===== src/rtl/calc_seq_ctrl.sv =====
// calc_seq_ctrl: keypad entry sequencer for the calculator's add/subtract ALU.
// Collects operand A, operator and operand B from decoded key strobes. On '='
// it presents the operands to the ALU, waits out its latency, and then captures
// the result for the display. SHOW supports chaining and repeating the last
// operation.
module calc_seq_ctrl #(
  parameter int W       = 4,
  parameter int ALU_LAT = 1
) (
  input  logic         clk,
  input  logic         clear,
  input  logic         key_valid,
  input  logic [3:0]   key_code,
  output logic [W-1:0] alu_num1,
  output logic [W-1:0] alu_num2,
  output logic         alu_op,
  input  logic [W:0]   alu_result,
  output logic [W:0]   disp_value,
  output logic         result_valid,
  output logic         negative,
  output logic         entry_err,
  output logic         busy
);

  // The counter must be able to reach ALU_LAT.
  localparam int CW = $clog2(ALU_LAT + 2);
  localparam logic [CW-1:0] LAT_C = CW'(ALU_LAT);

  typedef enum logic [1:0] {
    S_ENTER_A = 2'd0,
    S_ENTER_B = 2'd1,
    S_EXEC    = 2'd2,
    S_SHOW    = 2'd3
  } state_t;

  state_t        state_q, state_d;
  logic [W-1:0]  a_q, a_d;
  logic [W-1:0]  b_q, b_d;
  logic          op_q, op_d;
  logic          b_ent_q, b_ent_d;
  logic [W:0]    r_q, r_d;
  logic [CW-1:0] cnt_q, cnt_d;
  logic [W-1:0]  num1_q, num1_d;
  logic [W-1:0]  num2_q, num2_d;
  logic          aluop_q, aluop_d;
  logic [W:0]    disp_q, disp_d;
  logic          rv_q, rv_d;
  logic          neg_q, neg_d;
  logic          err_q, err_d;
  logic          busy_q, busy_d;

  // Decimal accumulate: {accepted, value}. On overflow the old value is
  // returned and accepted is 0. The intermediate needs 4 extra bits so that
  // acc*10+9 cannot wrap.
  function automatic logic [W:0] accum(input logic [W-1:0] acc, input logic [3:0] d);
    logic [W+3:0] ext;
    ext = (W+4)'(acc) * (W+4)'(10) + (W+4)'(d);
    if (ext[W+3:W] == '0) accum = {1'b1, ext[W-1:0]};
    else                  accum = {1'b0, acc};
  endfunction

  logic         is_digit, is_op, is_eq, is_clr;
  logic [W:0]   acc_a, acc_b;
  logic         chain_ok;

  assign is_digit = key_valid && (key_code <= 4'd9);
  assign is_op    = key_valid && ((key_code == 4'd10) || (key_code == 4'd11));
  assign is_eq    = key_valid && (key_code == 4'd12);
  assign is_clr   = key_valid && (key_code == 4'd13);
  assign acc_a    = accum(a_q, key_code);
  assign acc_b    = accum(b_q, key_code);
  // A held result may seed a new operation only if it is non-negative and fits W bits.
  assign chain_ok = !neg_q && !r_q[W];

  // Next-state and registered-output logic for the key sequencer.
  always_comb begin
    state_d = state_q;
    a_d     = a_q;
    b_d     = b_q;
    op_d    = op_q;
    b_ent_d = b_ent_q;
    r_d     = r_q;
    cnt_d   = cnt_q;
    num1_d  = num1_q;
    num2_d  = num2_q;
    aluop_d = aluop_q;
    disp_d  = disp_q;
    rv_d    = rv_q;
    neg_d   = neg_q;
    err_d   = err_q;

    case (state_q)
      S_ENTER_A: begin
        if (is_digit) begin
          a_d    = acc_a[W-1:0];
          err_d  = err_q | ~acc_a[W];
          disp_d = {1'b0, acc_a[W-1:0]};
        end else if (is_op) begin
          op_d    = key_code[0];
          b_d     = '0;
          b_ent_d = 1'b0;
          state_d = S_ENTER_B;
        end else if (is_clr) begin
          a_d    = '0;
          err_d  = 1'b0;
          disp_d = '0;
        end
      end

      S_ENTER_B: begin
        if (is_digit) begin
          b_d     = acc_b[W-1:0];
          b_ent_d = 1'b1;
          err_d   = err_q | ~acc_b[W];
          disp_d  = {1'b0, acc_b[W-1:0]};
        end else if (is_op) begin
          op_d = key_code[0];
        end else if (is_eq && b_ent_q) begin
          num1_d  = a_q;
          num2_d  = b_q;
          aluop_d = op_q;
          cnt_d   = '0;
          rv_d    = 1'b0;
          neg_d   = 1'b0;
          state_d = S_EXEC;
        end else if (is_clr) begin
          b_d     = '0;
          b_ent_d = 1'b0;
          err_d   = 1'b0;
          disp_d  = '0;
        end
      end

      // Keys are ignored here; ALU inputs stay frozen until the capture.
      S_EXEC: begin
        if (cnt_q == LAT_C) begin
          r_d     = alu_result;
          disp_d  = alu_result;
          neg_d   = op_q & (a_q < b_q);
          rv_d    = 1'b1;
          state_d = S_SHOW;
        end else begin
          cnt_d = cnt_q + 1'b1;
        end
      end

      S_SHOW: begin
        if (is_digit) begin
          a_d     = W'(key_code);
          disp_d  = {1'b0, W'(key_code)};
          rv_d    = 1'b0;
          neg_d   = 1'b0;
          state_d = S_ENTER_A;
        end else if (is_op) begin
          if (chain_ok) begin
            a_d     = r_q[W-1:0];
            op_d    = key_code[0];
            b_d     = '0;
            b_ent_d = 1'b0;
            rv_d    = 1'b0;
            state_d = S_ENTER_B;
          end else begin
            err_d = 1'b1;
          end
        end else if (is_eq) begin
          // Repeat the last operation with the result as the new A.
          if (chain_ok) begin
            a_d     = r_q[W-1:0];
            num1_d  = r_q[W-1:0];
            num2_d  = b_q;
            aluop_d = op_q;
            cnt_d   = '0;
            rv_d    = 1'b0;
            neg_d   = 1'b0;
            state_d = S_EXEC;
          end else begin
            err_d = 1'b1;
          end
        end else if (is_clr) begin
          state_d = S_ENTER_A;
          a_d     = '0;
          b_d     = '0;
          op_d    = 1'b0;
          b_ent_d = 1'b0;
          r_d     = '0;
          cnt_d   = '0;
          num1_d  = '0;
          num2_d  = '0;
          aluop_d = 1'b0;
          disp_d  = '0;
          rv_d    = 1'b0;
          neg_d   = 1'b0;
          err_d   = 1'b0;
        end
      end

      default: state_d = S_ENTER_A;
    endcase

    busy_d = (state_d == S_EXEC);
  end

  // State and output registers; clear aborts everything immediately.
  always_ff @(posedge clk or posedge clear) begin
    if (clear) begin
      state_q <= S_ENTER_A;
      a_q     <= '0;
      b_q     <= '0;
      op_q    <= 1'b0;
      b_ent_q <= 1'b0;
      r_q     <= '0;
      cnt_q   <= '0;
      num1_q  <= '0;
      num2_q  <= '0;
      aluop_q <= 1'b0;
      disp_q  <= '0;
      rv_q    <= 1'b0;
      neg_q   <= 1'b0;
      err_q   <= 1'b0;
      busy_q  <= 1'b0;
    end else begin
      state_q <= state_d;
      a_q     <= a_d;
      b_q     <= b_d;
      op_q    <= op_d;
      b_ent_q <= b_ent_d;
      r_q     <= r_d;
      cnt_q   <= cnt_d;
      num1_q  <= num1_d;
      num2_q  <= num2_d;
      aluop_q <= aluop_d;
      disp_q  <= disp_d;
      rv_q    <= rv_d;
      neg_q   <= neg_d;
      err_q   <= err_d;
      busy_q  <= busy_d;
    end
  end

  assign alu_num1     = num1_q;
  assign alu_num2     = num2_q;
  assign alu_op       = aluop_q;
  assign disp_value   = disp_q;
  assign result_valid = rv_q;
  assign negative     = neg_q;
  assign entry_err    = err_q;
  assign busy         = busy_q;

endmodule


===== config.mk =====
export PLATFORM = sky130hd
export DESIGN_NAME = calc_seq_ctrl
export DESIGN_NICKNAME = d
export VERILOG_FILES = /design/src/rtl/calc_seq_ctrl.sv
export SDC_FILE = /design/constraint.sdc
export NUM_CORES = 1
export LEC_CHECK = 0
export CAP_MARGIN = 5
export CORE_MARGIN = 3
export CORE_UTILIZATION = 40
export DETAILED_ROUTE_END_ITERATION = 10
export PLACE_DENSITY = 0.67
export SLEW_MARGIN = 20
export SYNTH_ARGS = -nofsm -noshare
export SYNTH_HDL_FRONTEND = slang
export SYNTH_SLANG_ARGS = --single-unit

===== constraint.sdc =====
create_clock -name clk -period 4.4 [get_ports clk]
set_input_delay 1.32 -clock clk [delete_from_list [all_inputs] [get_ports clk]]
set_output_delay 1.32 -clock clk [all_outputs]
set_load 0.05 [all_outputs]

==> results.ini <==
[synthesis]
netlist_instances = 396
synth.net_count = 430
synth_top_area_share_pct = 29.0
postSynthAreaPerCell_sq_um = 8.07
synth_area_leader_cell = dfrtp_1
yosys_warnings = 0
yosysSeqAreaShare_pct = 29.0
async_reset_ff_share_pct = 100
ys_types = 63
synthFlopType = dfrtp_1
synth_edf_count = 0
synthTopCellsByArea = dfrtp_1, ha_1, nand2_1, o21ai_0, a21oi_1
syn-cell-area_sq_um = 3200
synth-seq-cells = 37

[placed_design]
portBuffers = 29
place_ws_ps = 368
gp_congestion = 0.917
dpl.hpwl_mm = 6.98

[finish]
num-fill-cells = 735
drive_above_1_share_pct = 6.95
area_delta_synth_final_pct = 13.7
num-nets-final = 450
diodes = 0

[power_and_ir_drop]
p_per_area_nw_per_um2 = 621
cellLeakagePower_nw = 1.59
peakVddDrop_uv = 376

[sta]
slew_viol_final = 0
rsz0062_at_grt = false
worst_pin_slew_ps = 822
setup_slack_ps = 653
fmax_mhz = 267
period_needed_ps = 3750
setup_viol = 0
tns_ps = 0
fin_skew_ps = 3.82
max_slew_margin_pct = 45.2
period_share_pct = 85.2
hold_violations = 0

[cts]
clk_latency_ps = 290
post_cts_buffers = 0
cts_buffer_depth = 2
cts_root_buffer = clkbuf_8
cts_hold_buf = 0
htree_levels = 2
cts_resized = 0
clkSinkCount = 37
cts_tree = done
clk_pin_slew_ps = 80
cts_made_buffers = 5

[critical_path]
cp_max_fo = 9
cp_data_arrival_time_ps = 3960
end_kind = flip-flop
cp-start-kind = input port
crit_required_ps = 4610
crit_type = input port to flip-flop

[floorplanning]
die_width_microns = 95.4
fp-row-count = 31
dieHeight_microns = 95.4
start_util_pct = 42.7
die-area_sq_um = 9100
io_pins = 30
design.core.area_sq_um = 7490

[route]
antenna_left = 0
drt_iter0_markers = 369
wire_per_inst_microns = 18.4
vias = 3216
drtPass1Iterations = 5
viasPerCell = 6.23
drt_wl_total_mm = 9.47
drc_errors = 0

[global_routing]
grt_max_degree = 38
antenna_found_initial = 0
grt_pass1_vias = 3065
grt_overflow = 0
grt_pass1_wl_mm = 15.7
grtUsageTotal_pct = 22.3

[worst_hold_path]
holdCritPathClass = flip-flop to flip-flop

[flow_run]
max_cap_violations = 0

[run_status]
status = completed

## area by class of cell
class / instances / area, sq um / share of cell area (%)
multi-input cells: 321 / 2100 / 57.8
flip-flops and latches: 37 / 926 / 25.5
repair buffers: 37 / 350 / 9.64
well taps: 99 / 124 / 3.41
clock buffers: 6 / 72.6 / 2.00
inverters: 14 / 52.6 / 1.45
clock inverters: 2 / 10.0 / 0.275
## through the flow
stage / instances / hold WS (ps) / utilization, % / power, mW / cell area, sq um
after floorplan: 396 / 458 / - / 1.63 / 3200
after global placement: 508 / 474 / 47.5 / 1.96 / 3550
after detailed placement: 508 / 475 / 47.5 / 2.00 / 3550
after CTS: 516 / 492 / 48.6 / 2.24 / 3640
after global routing: 516 / 513 / 48.6 / 2.43 / 3640
final: 516 / 486 / 48.6 / 2.26 / 3640
## critical path, cell delays in order
cell             delay [ps]
clkdlybuf4s50_1         490
ha_1                    200
inv_1                    60
fa_1                    460
a2111oi_4               410
o32ai_4                 210
nor2_1                  220
a21oi_1                 110
a211o_1                 300
a22oi_1                 180
## state kept, by name, summed over array words and instances (netlist names), 2 cells and up
name	count
state_q	2
alu_num2	4
a_q	4
r_q	5
cnt_q	2
disp_value	5
b_q	4
alu_num1	4
## synthesized netlist by cell type (all sizes together) (2+ instances only)
| master | instances |
|---|---|
| a2111oi | 3 |
| a211oi | 5 |
| a21o | 8 |
| a21oi | 31 |
| a22o | 2 |
| a22oi | 9 |
| a31oi | 8 |
| a32o | 5 |
| and2 | 6 |
| and3 | 6 |
| and4 | 2 |
| buf | 11 |
| clkbuf | 13 |
| dfrtp | 37 |
| fa | 4 |
| ha | 18 |
| inv | 14 |
| mux2 | 3 |
| mux2i | 5 |
| nand2 | 54 |
| nand2b | 6 |
| nand3 | 13 |
| nand4 | 4 |
| nand4b | 2 |
| nor2 | 28 |
| nor2b | 10 |
| nor3 | 3 |
| nor3b | 3 |
| o211ai | 3 |
| o21ai | 46 |
| o22ai | 3 |
| o2bb2ai | 2 |
| o311ai | 4 |
| o31ai | 4 |
| or2 | 2 |
| or3 | 2 |
| xor2 | 3 |
## cell families after synthesis
family	Yosys count	synth area share [%]
AND/OR/NAND/NOR	145	22.7
AO/OA/AOI/OAI	143	30.0
buffers and inverters	38	5.32
flip-flops	37	29.0
adder cells (fa/ha/maj)	22	9.55
multiplexers	8	2.62
XOR/XNOR	3	0.822
## routing by layer
metal  wire [microns]  global-route usage [%]  vias up
met5                0                       0        -
met1             4130                    31.0     1515
met4              323                    9.60        0
met2             4150                    34.0      181
li1                 -                       -     1494
met3              872                    3.79       26
## cells in the final DEF, fill, tap and decap left out, types with 4 or more instances in the layout
cell type        netlist  layout
nand2_1               54      54
dfrtp_1               37      37
o21ai_0               35      35
a21oi_1               30      30
clkdlybuf4s50_1        0      29
nor2_1                26      26
ha_1                  18      18
inv_1                 14      14
nand3_1               12      12
nor2b_1               10      10
o21ai_1               10      10
a22oi_1                9       9
a31oi_1                8       8
a21o_1                 8       8
buf_4                  0       8
nand2b_1               6       6
and3_1                 6       6
a32o_1                 5       5
mux2i_1                5       5
and2_1                 5       5
a211oi_1               5       5
clkbuf_8               0       5
o31ai_1                4       4
nand4_1                4       4
fa_1                   4       4
## path summary, 6_finish.rpt
kind / start / endpoint / slack, ps / depth (start not counted)
worst max register to register: a_q[3] / disp_value[1] / 1040 / 9
min in group asynchronous: clear / r_q[2] / 1440 / 3
worst min-delay path: alu_num1[0] / alu_num1[0] / 490 / 2
worst min register to register: alu_num1[0] / alu_num1[0] / 490 / 2
max in group asynchronous: clear / alu_num2[2] / 2620 / 3
worst max-delay path: key_code[1] / a_q[1] / 650 / 10
## report_power, final
part           internal [mW]  total [mW]  switching, mW  leakage (nW)
registers              0.452       0.637          0.186         0.459
logic                  0.540        1.38          0.837          1.09
clock network          0.110       0.243          0.133        0.0450
No activity file was read; power rests on OpenSTA's default activity.
